==> src/rtl/psum_accumulator.sv <==
// Sums NUM_TERMS adder-tree partial sums into a saturating ACC_W result; result registered one edge after the final beat.
// in_ready drops combinationally while a result is held (out_valid && !out_ready) or clear is asserted.
module psum_accumulator #(
  parameter int IN_W      = 16,
  parameter int ACC_W     = 24,
  parameter int NUM_TERMS = 4
) (
  input  logic             clk,
  input  logic             reset,
  input  logic             clear,
  input  logic             in_valid,
  output logic             in_ready,
  input  logic [IN_W-1:0]  in_data,
  output logic             out_valid,
  input  logic             out_ready,
  output logic [ACC_W-1:0] out_data,
  output logic             out_sat
);

  localparam int CNT_W = (NUM_TERMS > 1) ? $clog2(NUM_TERMS) : 1;
  localparam logic [CNT_W-1:0] LAST = CNT_W'(NUM_TERMS - 1);

  logic [ACC_W-1:0] acc;
  logic [CNT_W-1:0] cnt;
  logic             sat_pend;

  logic [ACC_W:0]   sum;
  logic             ovf;
  logic [ACC_W-1:0] sum_clamp;
  logic             accept;
  logic             last_beat;

  // One extra bit catches the carry out; any carry means the result is pinned at all-ones.
  always_comb begin
    sum       = {1'b0, acc} + (ACC_W + 1)'(in_data);
    ovf       = sum[ACC_W];
    sum_clamp = ovf ? {ACC_W{1'b1}} : sum[ACC_W-1:0];
  end

  // Holding a result, clearing or in reset all block the tree; in_valid never feeds back here.
  assign in_ready  = reset && !clear && (!out_valid || out_ready);
  assign accept    = in_valid && in_ready;
  assign last_beat = (cnt == LAST);

  always_ff @(posedge clk or negedge reset) begin
    if (!reset) begin
      acc       <= '0;
      cnt       <= '0;
      sat_pend  <= 1'b0;
      out_valid <= 1'b0;
      out_data  <= '0;
      out_sat   <= 1'b0;
    end else begin
      if (clear) begin
        acc      <= '0;
        cnt      <= '0;
        sat_pend <= 1'b0;
      end else if (accept) begin
        if (last_beat) begin
          acc      <= '0;
          cnt      <= '0;
          sat_pend <= 1'b0;
          out_data <= sum_clamp;
          out_sat  <= sat_pend | ovf;
        end else begin
          acc      <= sum_clamp;
          cnt      <= cnt + 1'b1;
          sat_pend <= sat_pend | ovf;
        end
      end

      // A completing beat wins over a drain, so back-to-back results leave no bubble.
      if (accept && last_beat)
        out_valid <= 1'b1;
      else if (out_ready)
        out_valid <= 1'b0;
    end
  end

endmodule

==> config.mk <==
export PLATFORM = sky130hd
export DESIGN_NAME = psum_accumulator
export DESIGN_NICKNAME = d
export VERILOG_FILES = /design/src/rtl/psum_accumulator.sv
export SDC_FILE = /design/constraint.sdc
export NUM_CORES = 1
export LEC_CHECK = 0
export ABC_AREA = 1
export BUFFER_PORTS_ARGS = -buffer_cell sky130_fd_sc_hd__buf_2
export CAP_MARGIN = 0
export CELL_PAD_IN_SITES_DETAIL_PLACEMENT = 1
export CELL_PAD_IN_SITES_GLOBAL_PLACEMENT = 2
export CORE_MARGIN = 5
export CORE_UTILIZATION = 27
export CTS_CLUSTER_SIZE = 40
export DETAILED_ROUTE_END_ITERATION = 10
export PLACE_DENSITY = 0.71
export SLEW_MARGIN = 20
export SYNTH_ARGS = -nofsm -noshare
export SYNTH_HDL_FRONTEND = slang
export SYNTH_SLANG_ARGS = --single-unit
export TNS_END_PERCENT = 30
==> constraint.sdc <==
create_clock -name clk -period 5.9 [get_ports clk]
set_input_delay 0.885 -clock clk [delete_from_list [all_inputs] [get_ports clk]]
set_output_delay 0.885 -clock clk [all_outputs]
set_load 0.01 [all_outputs]
; ---- Word-level counts from Yosys, hierarchy flattened
; Cells that the tools add are included.
[classes]
addsub = 2
eq_ne = 1
n_mux = 12
bitwise = 2
n_reduce_logical = 10
[ops]
columns = operator, n
row1 = two-way mux 24 bit, 4
row2 = adder 24 x 16 -> 25 bit, 1
row3 = two-way mux 2 bit, 3
row4 = two-way mux 1 bit, 5
row5 = logical AND 1 bit, 4
row6 = nonzero test 2 bit, 2
row7 = AND reduction 3 bit, 1
row8 = "adder 2 x 1 -> 2 bit, second input constant", 1
row9 = "== test 2 bit, second input constant", 1
row10 = logical NOT 1 bit, 2
row11 = logical OR 1 bit, 1
row12 = NOT 1 bit, 1
row13 = OR 1 bit, 1
[totals]
ff_bits = 53
input_bits = 21
output_inout_bits = 27
elab_cells = 33

; ---- Depth between registers and ports, before layout
; Gate-level depths: netlist of run 1.
[depth]
ltp_word = 6
depth_mapped = 13
mapped_depth_nobuf = 13

; ---- Worst setup path after synthesis of run 1
; OpenSTA, ideal clock, no wires.
[synth_timing]
kind = input port to flip-flop
from = in in_data[0]
to = reg acc[19]
setup_time_ns = 0.117
arrival_time_ns = 2.361
required_ns = 5.783
setup_slack_ns = 3.422
cell_stages = 13
path_buffers = 1
cell_sequence = ha_1 > fa_1 > nand2_1 > nand2_1 > nand3_2 > nand2_2 > nand2_2 > nand2_4 > nand2_4 > buf_8 > nand3_2 > nand2_1 > nand2_1
[synth_between]
elab_chain_cells = 5
[synth_lines]
columns = element, line_no
row1 = "start, declared", 13  ; input logic [IN_W-1:0] in_data,
row2 = adder 24 x 16 -> 25 bit, 35  ; sum = {1'b0, acc} + (ACC_W + 1)'(in_data);
row3 = two-way mux 24 bit, 37  ; sum_clamp = ovf ? {ACC_W{1'b1}} : sum[ACC_W-1:0];
row4 = two-way mux 24 bit, 59  ; if (last_beat) begin
row5 = two-way mux 24 bit, 58  ; end else if (accept) begin
row6 = two-way mux 24 bit, 54  ; if (clear) begin
row7 = "end signal, assigned", 66  ; acc <= sum_clamp;
row8 = "end, declared", 23  ; logic [ACC_W-1:0] acc;
; No other way between the ends. The select of a mux whose other input is x is not followed.
; A chain may end at the register's enable or synchronous reset.

; ---- Final worst setup path of run 1
[layout_timing]
from = in reset
to = reg out_data[21]
[layout_between]
elab_chain_cells = 4
[layout_lines]
columns = element, line_no
row1 = "start, declared", 9  ; input logic reset,
row2 = logical AND 1 bit (2 in a row), 41  ; assign in_ready = reset && !clear && (!out_valid || out_ready);
row3 = logical AND 1 bit, 42  ; assign accept = in_valid && in_ready;
row4 = AND reduction 3 bit (no line), --
row5 = "end signal, assigned", 63  ; out_data <= sum_clamp;
row6 = "end, declared", 16  ; output logic [ACC_W-1:0] out_data,
; No other way between the ends.

==> results of run 1 <==
## path summary, 6_finish.rpt
path / start / endpoint / slack [ns] / cells after the start
min in group asynchronous: reset / acc[5] / 0.80 / 2
hold reg to reg: out_data[17] / out_data[17] / 0.48 / 2
hold / removal: out_data[17] / out_data[17] / 0.48 / 2
max in group asynchronous: reset / acc[18] / 4.58 / 2
setup / recovery: reset / out_data[21] / 2.99 / 7
setup reg to reg: out_valid / out_data[21] / 3.32 / 7
## cell type report
class / count / area, µm²
clock buffer: 5 / 125.1
clock inverter: 3 / 46.29
fill: 1732 / 9080
inverter: 77 / 289.0
multi-input combinational: 412 / 2011
sequential: 53 / 1326
tap: 176 / 220.2
timing repair buffer: 49 / 250.2
## cells in the mapped netlist, drive strengths merged
cell type / number
o21bai: 1
fa: 1
nor3: 3
a21o: 1
o21ai: 8
xor2: 7
nand4: 4
o211ai: 1
nand3b: 1
a31oi: 8
nand3: 39
buf: 12
or2: 2
dfrtp: 53
ha: 17
a32o: 1
nor4: 1
and2: 3
a21oi: 10
nor2: 42
nand2: 262
inv: 77
## kinds of logic (layout without fill, tap and decap cells)
kind of cell | Yosys count | after routing | share of synthesized area (%)
xor+xnor | 7 | 7 | 1.654
fa+ha+maj | 18 | 18 | 6.277
buf+inv | 89 | 134 | 9.990
compound gates | 30 | 30 | 4.658
simple gates | 357 | 357 | 41.65
flops | 53 | 53 | 35.77
## power breakdown
part | switching, mW | total (mW) | internal [mW]
registers | 0.0332 | 0.449 | 0.416
logic | 0.194 | 0.306 | 0.112
clock network | 0.153 | 0.355 | 0.202
## worst max-delay path, stage by stage
cell     delay [ns]
buf_2          0.15
o21ai_0        0.10
nor2_1         0.20
nand3_1        0.72
inv_2          0.80
nand2_1        0.19
nand2_1        0.10
## flip-flops by register name, indices dropped and copies added (netlist names)
name       cells
acc           24
cnt            2
out_data      24
out_sat        1
out_valid      1
sat_pend       1
## routing by layer
layer  vias up  routed length (µm)  track usage [%]
met2        43                6260            29.39
li1       1787                   -                -
met1      1642                5340            18.31
met5         -                   0                0
met4         0                 279            5.110
met3        16                 377            3.005
## per-stage QoR
step | hold slack [ns] | utilization, % | power, mW | std cells
4_1_cts | 0.4854 | 31.97 | 1.133 | 775
6_report | 0.4791 | 31.97 | 1.110 | 775
3_5_place_dp | 0.4599 | 30.69 | 0.7726 | 767
3_3_place_gp | 0.4610 | 30.69 | 0.7684 | 767
2_1_floorplan | 0.4461 | - | 0.6456 | 554
5_1_grt | 0.5024 | 31.97 | 1.190 | 775
==> impl_metrics.py, run 1 <==
metrics = {
    "floorplan": {
        "rows": 42,
        "pin_count": 48,
        "die_area_mm2": 0.01617,
        "coreArea_mm2": 0.01335,
        "die-height_um": 127.2,
        "fp.dieW_um": 127.2,
        "start_util_pct": 27.77,
    },
    "sta": {
        "fin_crit_sh_pct": 49.37,
        "clock.fmax_mhz": 343.3,
        "rsz0062_at_grt": "no",
        "finalSetupTns_ns": 0,
        "fin_ws_ns": 2.987,
        "relSlewSlack_pct": 33.36,
        "finalClockSkew_ns": 0.008974,
        "worstMarginPinSlew_ns": 0.9985,
        "finalMaxSlewViolations": 0,
        "hold_viol_final": 0,
        "min_period_ns": 2.913,
        "setup_viol_count_final": 0,
    },
    "global_routing": {
        "grt_overflow": 0,
        "grt_max_degree": 54,
        "grt_use_total_pct": 15.86,
        "antenna_found_initial": 0,
        "grt_pass1_wl_um": 20140,
        "grt_pass1_vias": 3905,
    },
    "routing": {
        "drt-vias-per-instance": 4.501,
        "drt_wl_total_um": 12260,
        "num_vias": 3488,
        "drt-initial-drc-count": 119,
        "drt_pre_antenna_iters": 4,
        "wl_per_cell_um": 15.82,
        "ant_nets": 0,
        "drc": 0,
    },
    "critical_path": {
        "crit_path_start_kind": "primary input",
        "crit_required_ns": 6.14,
        "crit_fanout": 32,
        "worst_ep_arrival_time_ns": 3.16,
        "critPathKind": "primary input to register",
        "end_kind": "register",
    },
    "clock_network": {
        "path_clk_slew_ns": 0.07,
        "cts.sinks": 53,
        "cts_htree_levels": 2,
        "cts_tree": "built",
        "cts_resized": 0,
        "root_buffer": "clkbuf_16",
        "postCtsHoldBufs": 0,
        "clock_tree.buffer_depth": 2,
        "clk-insertion-delay-late_ns": 0.31,
        "post-cts-setup-buffers": 0,
        "cts_buffers": 5,
    },
    "synthesis": {
        "synth.distinct_cells": 31,
        "seq_area_frac_synth_pct": 35.77,
        "synth-warning-count": 0,
        "ys_ff_latch": 53,
        "netlist_area_mm2": 0.003707,
        "syn_inst": 554,
        "synthTopCellsByArea": "dfrtp_1 (36%), nand2_1 (26%), inv_1 (7.8%), ha_1 (5.7%), nor2_1 (3.9%)",
        "yosys.area.top_type": "dfrtp_1",
        "synth_top_area_share_pct": 35.77,
        "avgSynthCellArea_um2": 6.692,
        "synth_nets": 593,
    },
    "final_layout": {
        "drive_above_1_share_pct": 14.19,
        "mostFrequentLayoutCell": "nand2_1",
        "diodes": 0,
        "nNetsFinal": 637,
        "finalInstanceArea_mm2": 0.004268,
        "syn_to_final_growth_pct": 15.12,
        "final_cell_mix": "nand2_1 (254), inv_1 (76), dfrtp_1 (53), buf_2 (47), nor2_1 (39)",
    },
    "placed_design": {
        "io_buffers": 47,
        "dp_slack_ns": 2.221,
        "gp_congestion": 0.8412,
        "placed_area_mm2": 0.004096,
        "dpl.hpwl_um": 9649,
    },
    "power": {
        "p_leak_nw": 2.579,
        "vdd_drop_max_uv": 210.2,
        "power_density_mw_per_mm2": 260.1,
    },
    "run": {
        "drv_cap": 0,
    },
    "min_path": {
        "hold_path_class": "register to register",
    },
    "outcome": {
        "status": "completed",
    },
}
Note: power is estimated with default switching activity, not from simulation.
==> run 2, diff against run 1 <==
--- a/config.mk
+++ b/config.mk
@@ -14,7 +14,7 @@
 export CORE_UTILIZATION = 27
 export CTS_CLUSTER_SIZE = 40
 export DETAILED_ROUTE_END_ITERATION = 10
-export PLACE_DENSITY = 0.71
+export PLACE_DENSITY = 0.74
 export SLEW_MARGIN = 20
 export SYNTH_ARGS = -nofsm -noshare
 export SYNTH_HDL_FRONTEND = slang
==> constraint.sdc (replaced) <==
create_clock -name clk -period 2.5 [get_ports clk]
set_input_delay 0.375 -clock clk [delete_from_list [all_inputs] [get_ports clk]]
set_output_delay 0.375 -clock clk [all_outputs]
set_load 0.01 [all_outputs]
==> run 2 against run 1 <==
- critical path depth increased by 6
- register-to-register slack got worse by 3.1 ns
- sequential power rose by 130%
- sequential cell count is the same
- hold slack worse by 0.22 ns
- global-route usage down 0.71 points
- core utilization is 0.39 points higher
- wire length is 3.7% lower
- largest cell class unchanged
==> impl_metrics.py, run 2 (synthesis gave the netlist of run 1 again) <==
metrics = {
    "placed_design": {
        "io_buffers": 47,
        "gp_congestion": 0.8310,
        "placed_area_mm2": 0.004174,
        "dpl.hpwl_um": 9649,
        "dp.cells": 774,
    },
    "outcome": {
        "status": "completed",
    },
    "critical_path": {
        "rrSetupSlack_ns": 0.21,
        "crit_required_ns": 2.70,
        "ff2ff_path_depth": 13,
        "reg2reg_to": "out_data[14]",
        "crit_path_start_kind": "register",
        "critPathKind": "register to register",
        "r2r-start": "acc[0]",
        "worst_ep_arrival_time_ns": 2.49,
        "crit_fanout": 13,
        "end_kind": "register",
    },
    "routing": {
        "ant_nets": 0,
        "drt_pre_antenna_iters": 4,
        "wl_per_cell_um": 15.09,
        "drt_wl_total_um": 11800,
        "drt-vias-per-instance": 4.512,
        "drc": 0,
        "num_vias": 3528,
        "drt-initial-drc-count": 91,
    },
    "final_layout": {
        "syn_to_final_growth_pct": 16.54,
        "reg_top3": "acc x24, out_data x24, cnt x2",
        "n_fill_cell": 1734,
        "final_util_pct": 32.37,
        "diodes": 0,
        "nNetsFinal": 644,
        "final_cell_mix": "nand2_1 (254), inv_1 (77), dfrtp_1 (53), buf_2 (47), nor2_1 (39)",
        "drive_above_1_share_pct": 15.02,
        "layoutNonFillerInstCount": 782,
        "finalInstanceArea_mm2": 0.004320,
        "mostFrequentLayoutCell": "nand2_1",
    },
    "sta": {
        "rsz0062_at_grt": "no",
        "worstMarginPinSlew_ns": 0.8718,
        "min_period_ns": 2.293,
        "finalClockSkew_ns": 0.009270,
        "clock.fmax_mhz": 436.1,
        "hold_viol_final": 0,
        "relSlewSlack_pct": 41.82,
        "finalMaxSlewViolations": 0,
        "setup_viol_count_final": 0,
        "finalSetupTns_ns": 0,
        "fin_crit_sh_pct": 91.71,
    },
    "floorplan": {
        "rows": 42,
        "coreArea_mm2": 0.01335,
        "die_area_mm2": 0.01617,
        "start_util_pct": 27.77,
        "fp.dieW_um": 127.2,
        "die-height_um": 127.2,
        "pin_count": 48,
    },
    "clock_network": {
        "post-cts-setup-buffers": 0,
        "cts_buffers": 5,
        "root_buffer": "clkbuf_16",
        "clock_tree.buffer_depth": 2,
        "path_clk_slew_ns": 0.08,
        "clk-insertion-delay-late_ns": 0.31,
        "cts_resized": 0,
        "cts_htree_levels": 2,
        "cts_tree": "built",
        "cts.sinks": 53,
        "postCtsHoldBufs": 0,
    },
    "run": {
        "drv_cap": 0,
    },
    "power": {
        "power_density_mw_per_mm2": 582.0,
        "finalPower_mw": 2.514,
        "vdd_drop_max_uv": 273.6,
        "p_leak_nw": 2.619,
    },
    "min_path": {
        "hold_path_class": "primary input to async pin",
    },
    "global_routing": {
        "grt_pass1_vias": 3834,
        "grt_overflow": 0,
        "antenna_found_initial": 0,
        "grt_use_total_pct": 15.15,
        "grt_max_degree": 54,
        "grt_pass1_wl_um": 19480,
    },
}
## run 2: cell types whose count changed in the layout (fill, tap and decap cells not counted), sizes merged
| cell | previous run | this run |
|---|---|---|
| buf | 49 | 56 |
| inv | 77 | 78 |
| bufinv | 1 | 0 |
## run 2: area by class of cell
class                           instances  area, µm²  share of cell area, %
Timing Repair Buffer                   56      327.8                  7.588
Inverter                               77      289.0                  6.690
Clock inverter                          3      21.27                 0.4923
Clock buffer                            5      125.1                  2.896
Multi-Input combinational cell        412       2011                  46.54
Sequential cell                        53       1326                  30.70
Tap cell                              176      220.2                  5.097
## run 2: critical path: stages, from the launching register on
cell     delay (ns)
dfrtp_1        0.38
ha_1           0.22
fa_1           0.43
nand2_1        0.11
nand2_1        0.10
nand3_2        0.09
nand2_2        0.07
nand2_2        0.09
nand2_4        0.08
nand2_4        0.22
buf_12         0.17
nand3_2        0.08
nand2_1        0.09
nand2_1        0.06
## run 2: power by group
part	internal, mW	total [mW]	switching [mW]	leakage [nW]
Sequential	0.982	1.05	0.0695	0.726
Clock	0.374	0.728	0.354	0.0702
Combinational	0.270	0.735	0.465	1.82
## run 2: routing by layer
| metal | track usage (%) | part of all wire [%] | wire [µm] | vias up |
|---|---|---|---|---|
| met2 | 27.62 | 50 | 5872 | 46 |
| met5 | 0 | 0 | 0 | - |
| li1 | - | - | - | 1796 |
| met3 | 2.838 | 3.6 | 419 | 10 |
| met4 | 3.533 | 1.1 | 127 | 0 |
| met1 | 18.45 | 46 | 5380 | 1676 |
## run 2: worst max path at each step
stage / from / end / cells past startpoint
6_report: acc[0] / out_data[14] / 13
5_1_grt: acc[0] / out_data[20] / 13
4_1_cts: acc[0] / out_data[14] / 13
3_5_place_dp: in_data[0] / out_data[14] / 14
3_3_place_gp: in_data[0] / out_data[14] / 14
2_1_floorplan: in_data[0] / out_data[19] / 13
## run 2: through the flow
step | setup slack [ns] | hold WS [ns]
2_1_floorplan | 0.5322 | 0.07941
3_3_place_gp | 0.1547 | 0.4608
3_5_place_dp | 0.08019 | 0.4638
4_1_cts | 0.1891 | 0.2662
5_1_grt | 0.04509 | 0.2736
6_report | 0.2071 | 0.2622
==> run 3, diff against run 2 <==
--- a/config.mk
+++ b/config.mk
@@ -15,6 +15,7 @@
 export CTS_CLUSTER_SIZE = 40
 export DETAILED_ROUTE_END_ITERATION = 10
 export PLACE_DENSITY = 0.74
+export SETUP_SLACK_MARGIN = 0.5
 export SLEW_MARGIN = 20
 export SYNTH_ARGS = -nofsm -noshare
 export SYNTH_HDL_FRONTEND = slang
==> run 3 against run 2 <==
- clock skew is 0.0012 ns higher
- worst setup slack better by 0.29 ns
- first-iteration DRC count is 43% higher
- register-to-register slack better by 0.29 ns
- power is 3.7% higher
- via count is 1.9% higher
==> impl_metrics.py, run 3 (synthesis gave the netlist of run 1 again) <==
metrics = {
    "sta": {
        "finalMaxSlewViolations": 0,
        "whs_ns": 0.2617,
        "relSlewSlack_pct": 53.28,
        "setup_viol_count_final": 0,
        "worstMarginPinSlew_ns": 0.7009,
        "fin_ws_ns": 0.5002,
        "fin_crit_sh_pct": 79.99,
        "rsz0062_at_grt": "yes",
        "finalSetupTns_ns": 0,
        "clock.fmax_mhz": 500.0,
        "min_period_ns": 2.000,
        "finalClockSkew_ns": 0.01050,
        "hold_viol_final": 0,
    },
    "floorplan": {
        "die-height_um": 127.2,
        "rows": 42,
        "pin_count": 48,
        "coreArea_mm2": 0.01335,
        "die_area_mm2": 0.01617,
        "start_util_pct": 27.77,
        "fp.dieW_um": 127.2,
    },
    "critical_path": {
        "crit_path_start_kind": "register",
        "ff2ff_path_depth": 13,
        "path_depth": 13,
        "crit_fanout": 7,
        "cp_slowest_cell": "dfrtp_1",
        "crit_required_ns": 2.70,
        "cpLargestDelayFamily": "simple AND/OR/NAND/NOR gates",
        "end_kind": "register",
        "worst_ep_arrival_time_ns": 2.20,
        "critPathKind": "register to register",
        "slowest_delay_ns": 0.41,
        "cp_cell_sequence": "ha_4, fa_2, nand2_2, nand2_2, nand3_2, nand2_2, nand2_2, nand2_4, nand2_8, buf_12, nand3_4, nand2_2, nand2_1",
        "crit_top_cell": "nand2_2",
        "cp_num_buf_inv": 1,
    },
    "routing": {
        "ant_nets": 0,
        "drt-vias-per-instance": 4.526,
        "drt_wl_total_um": 12480,
        "wl_per_cell_um": 15.72,
        "drt_pre_antenna_iters": 4,
        "drc": 0,
        "num_vias": 3594,
        "drt-initial-drc-count": 130,
    },
    "global_routing": {
        "grt_max_degree": 54,
        "grt_overflow": 0,
        "grt_use_total_pct": 15.31,
        "antenna_found_initial": 0,
        "grt_pass1_vias": 3867,
        "grt_pass1_wl_um": 19700,
    },
    "placed_design": {
        "dp.cells": 774,
        "placed_area_mm2": 0.004174,
        "dpl.hpwl_um": 9649,
        "io_buffers": 47,
        "gp_congestion": 0.8310,
        "dp_slack_ns": 0.08019,
    },
    "clock_network": {
        "path_clk_slew_ns": 0.08,
        "cts_buffers": 5,
        "clk-insertion-delay-late_ns": 0.31,
        "root_buffer": "clkbuf_16",
        "postCtsHoldBufs": 0,
        "cts_tree": "built",
        "cts_htree_levels": 2,
        "clock_tree.buffer_depth": 2,
        "cts.sinks": 53,
    },
    "run": {
        "drv_cap": 0,
    },
    "final_layout": {
        "diodes": 0,
        "final_cell_mix": "nand2_1 (242), inv_1 (76), dfrtp_1 (53), buf_2 (47), nor2_1 (34)",
        "finalInstanceArea_mm2": 0.004653,
        "nNetsFinal": 656,
        "seqCellArea_mm2": 0.001326,
        "reg_top3": "acc x24, out_data x24, cnt x2",
        "layoutNonFillerInstCount": 794,
        "mostFrequentLayoutCell": "nand2_1",
        "multi_input_area_mm2": 0.002240,
        "n_fill_cell": 1714,
        "final_util_pct": 34.86,
        "syn_to_final_growth_pct": 25.51,
        "drive_above_1_share_pct": 22.17,
    },
    "power": {
        "p_leak_nw": 2.672,
        "vdd_drop_max_uv": 274.7,
        "finalPower_mw": 2.609,
        "power_density_mw_per_mm2": 560.6,
    },
    "outcome": {
        "status": "completed",
    },
    "min_path": {
        "hold_path_class": "primary input to async pin",
    },
}
[run 3: changes by cell type in the layout (fill, tap and decap cells not counted), moves of 5 or more]
cell,previous run,this run
ha_4,0,5
ha_2,0,7
nand2_2,6,17
nand3_2,13,6
ha_1,17,5
nor2_1,39,34
buf_4,7,16
nand3_4,0,7
nand2_1,254,242
[run 3: worst register-to-register path: stages, from the launching register on]
cell     delay, ns
dfrtp_1       0.41
ha_4          0.18
fa_2          0.35
nand2_2       0.08
nand2_2       0.07
nand3_2       0.07
nand2_2       0.06
nand2_2       0.08
nand2_4       0.10
nand2_8       0.14
buf_12        0.16
nand3_4       0.09
nand2_2       0.07
nand2_1       0.05
[run 3: final cells by class]
type / count / area share, %
Clock buffer: 5 / 2.689
Clock inverter: 3 / 0.4571
Inverter: 77 / 6.292
Multi-Input combinational cell: 413 / 48.13
Sequential cell: 53 / 28.50
Tap cell: 176 / 4.732
Timing Repair Buffer: 66 / 9.035
Timing Repair inverter: 1 / 0.1613
[run 3: timing repair]
action,4_1_cts,5_1_grt
endpoints found under the hold margin,0,0
setup endpoints to repair,50,52
setup buffers,5,4
resized for setup,17,34
cloned,1,2
pin swaps,12,7
[run 3: metal layers]
| layer | track usage [%] | vias up | routed length, µm |
|---|---|---|---|
| li1 | - | 1823 | - |
| met1 | 18.73 | 1725 | 5710 |
| met2 | 27.58 | 39 | 6269 |
| met3 | 2.838 | 7 | 397 |
| met4 | 4.101 | 0 | 106 |
| met5 | 0 | - | 0 |
[run 3: path summary, 6_finish.rpt]
check / from / endpoint / slack (ns)
worst max-delay path: acc[0] / out_data[14] / 0.50
worst min-delay path: reset / out_data[3] / 0.26
worst max register to register: acc[0] / out_data[14] / 0.50
worst min register to register: out_data[11] / out_data[11] / 0.48
max in group asynchronous: reset / acc[21] / 1.77
min in group clk: out_ready / out_valid / 0.27
[run 3: report_power, final]
part / leakage, nW / internal (mW) / total, mW / switching [mW]
clock: 0.0702 / 0.375 / 0.737 / 0.362
combinational: 1.88 / 0.313 / 0.817 / 0.504
sequential: 0.726 / 0.982 / 1.06 / 0.0733
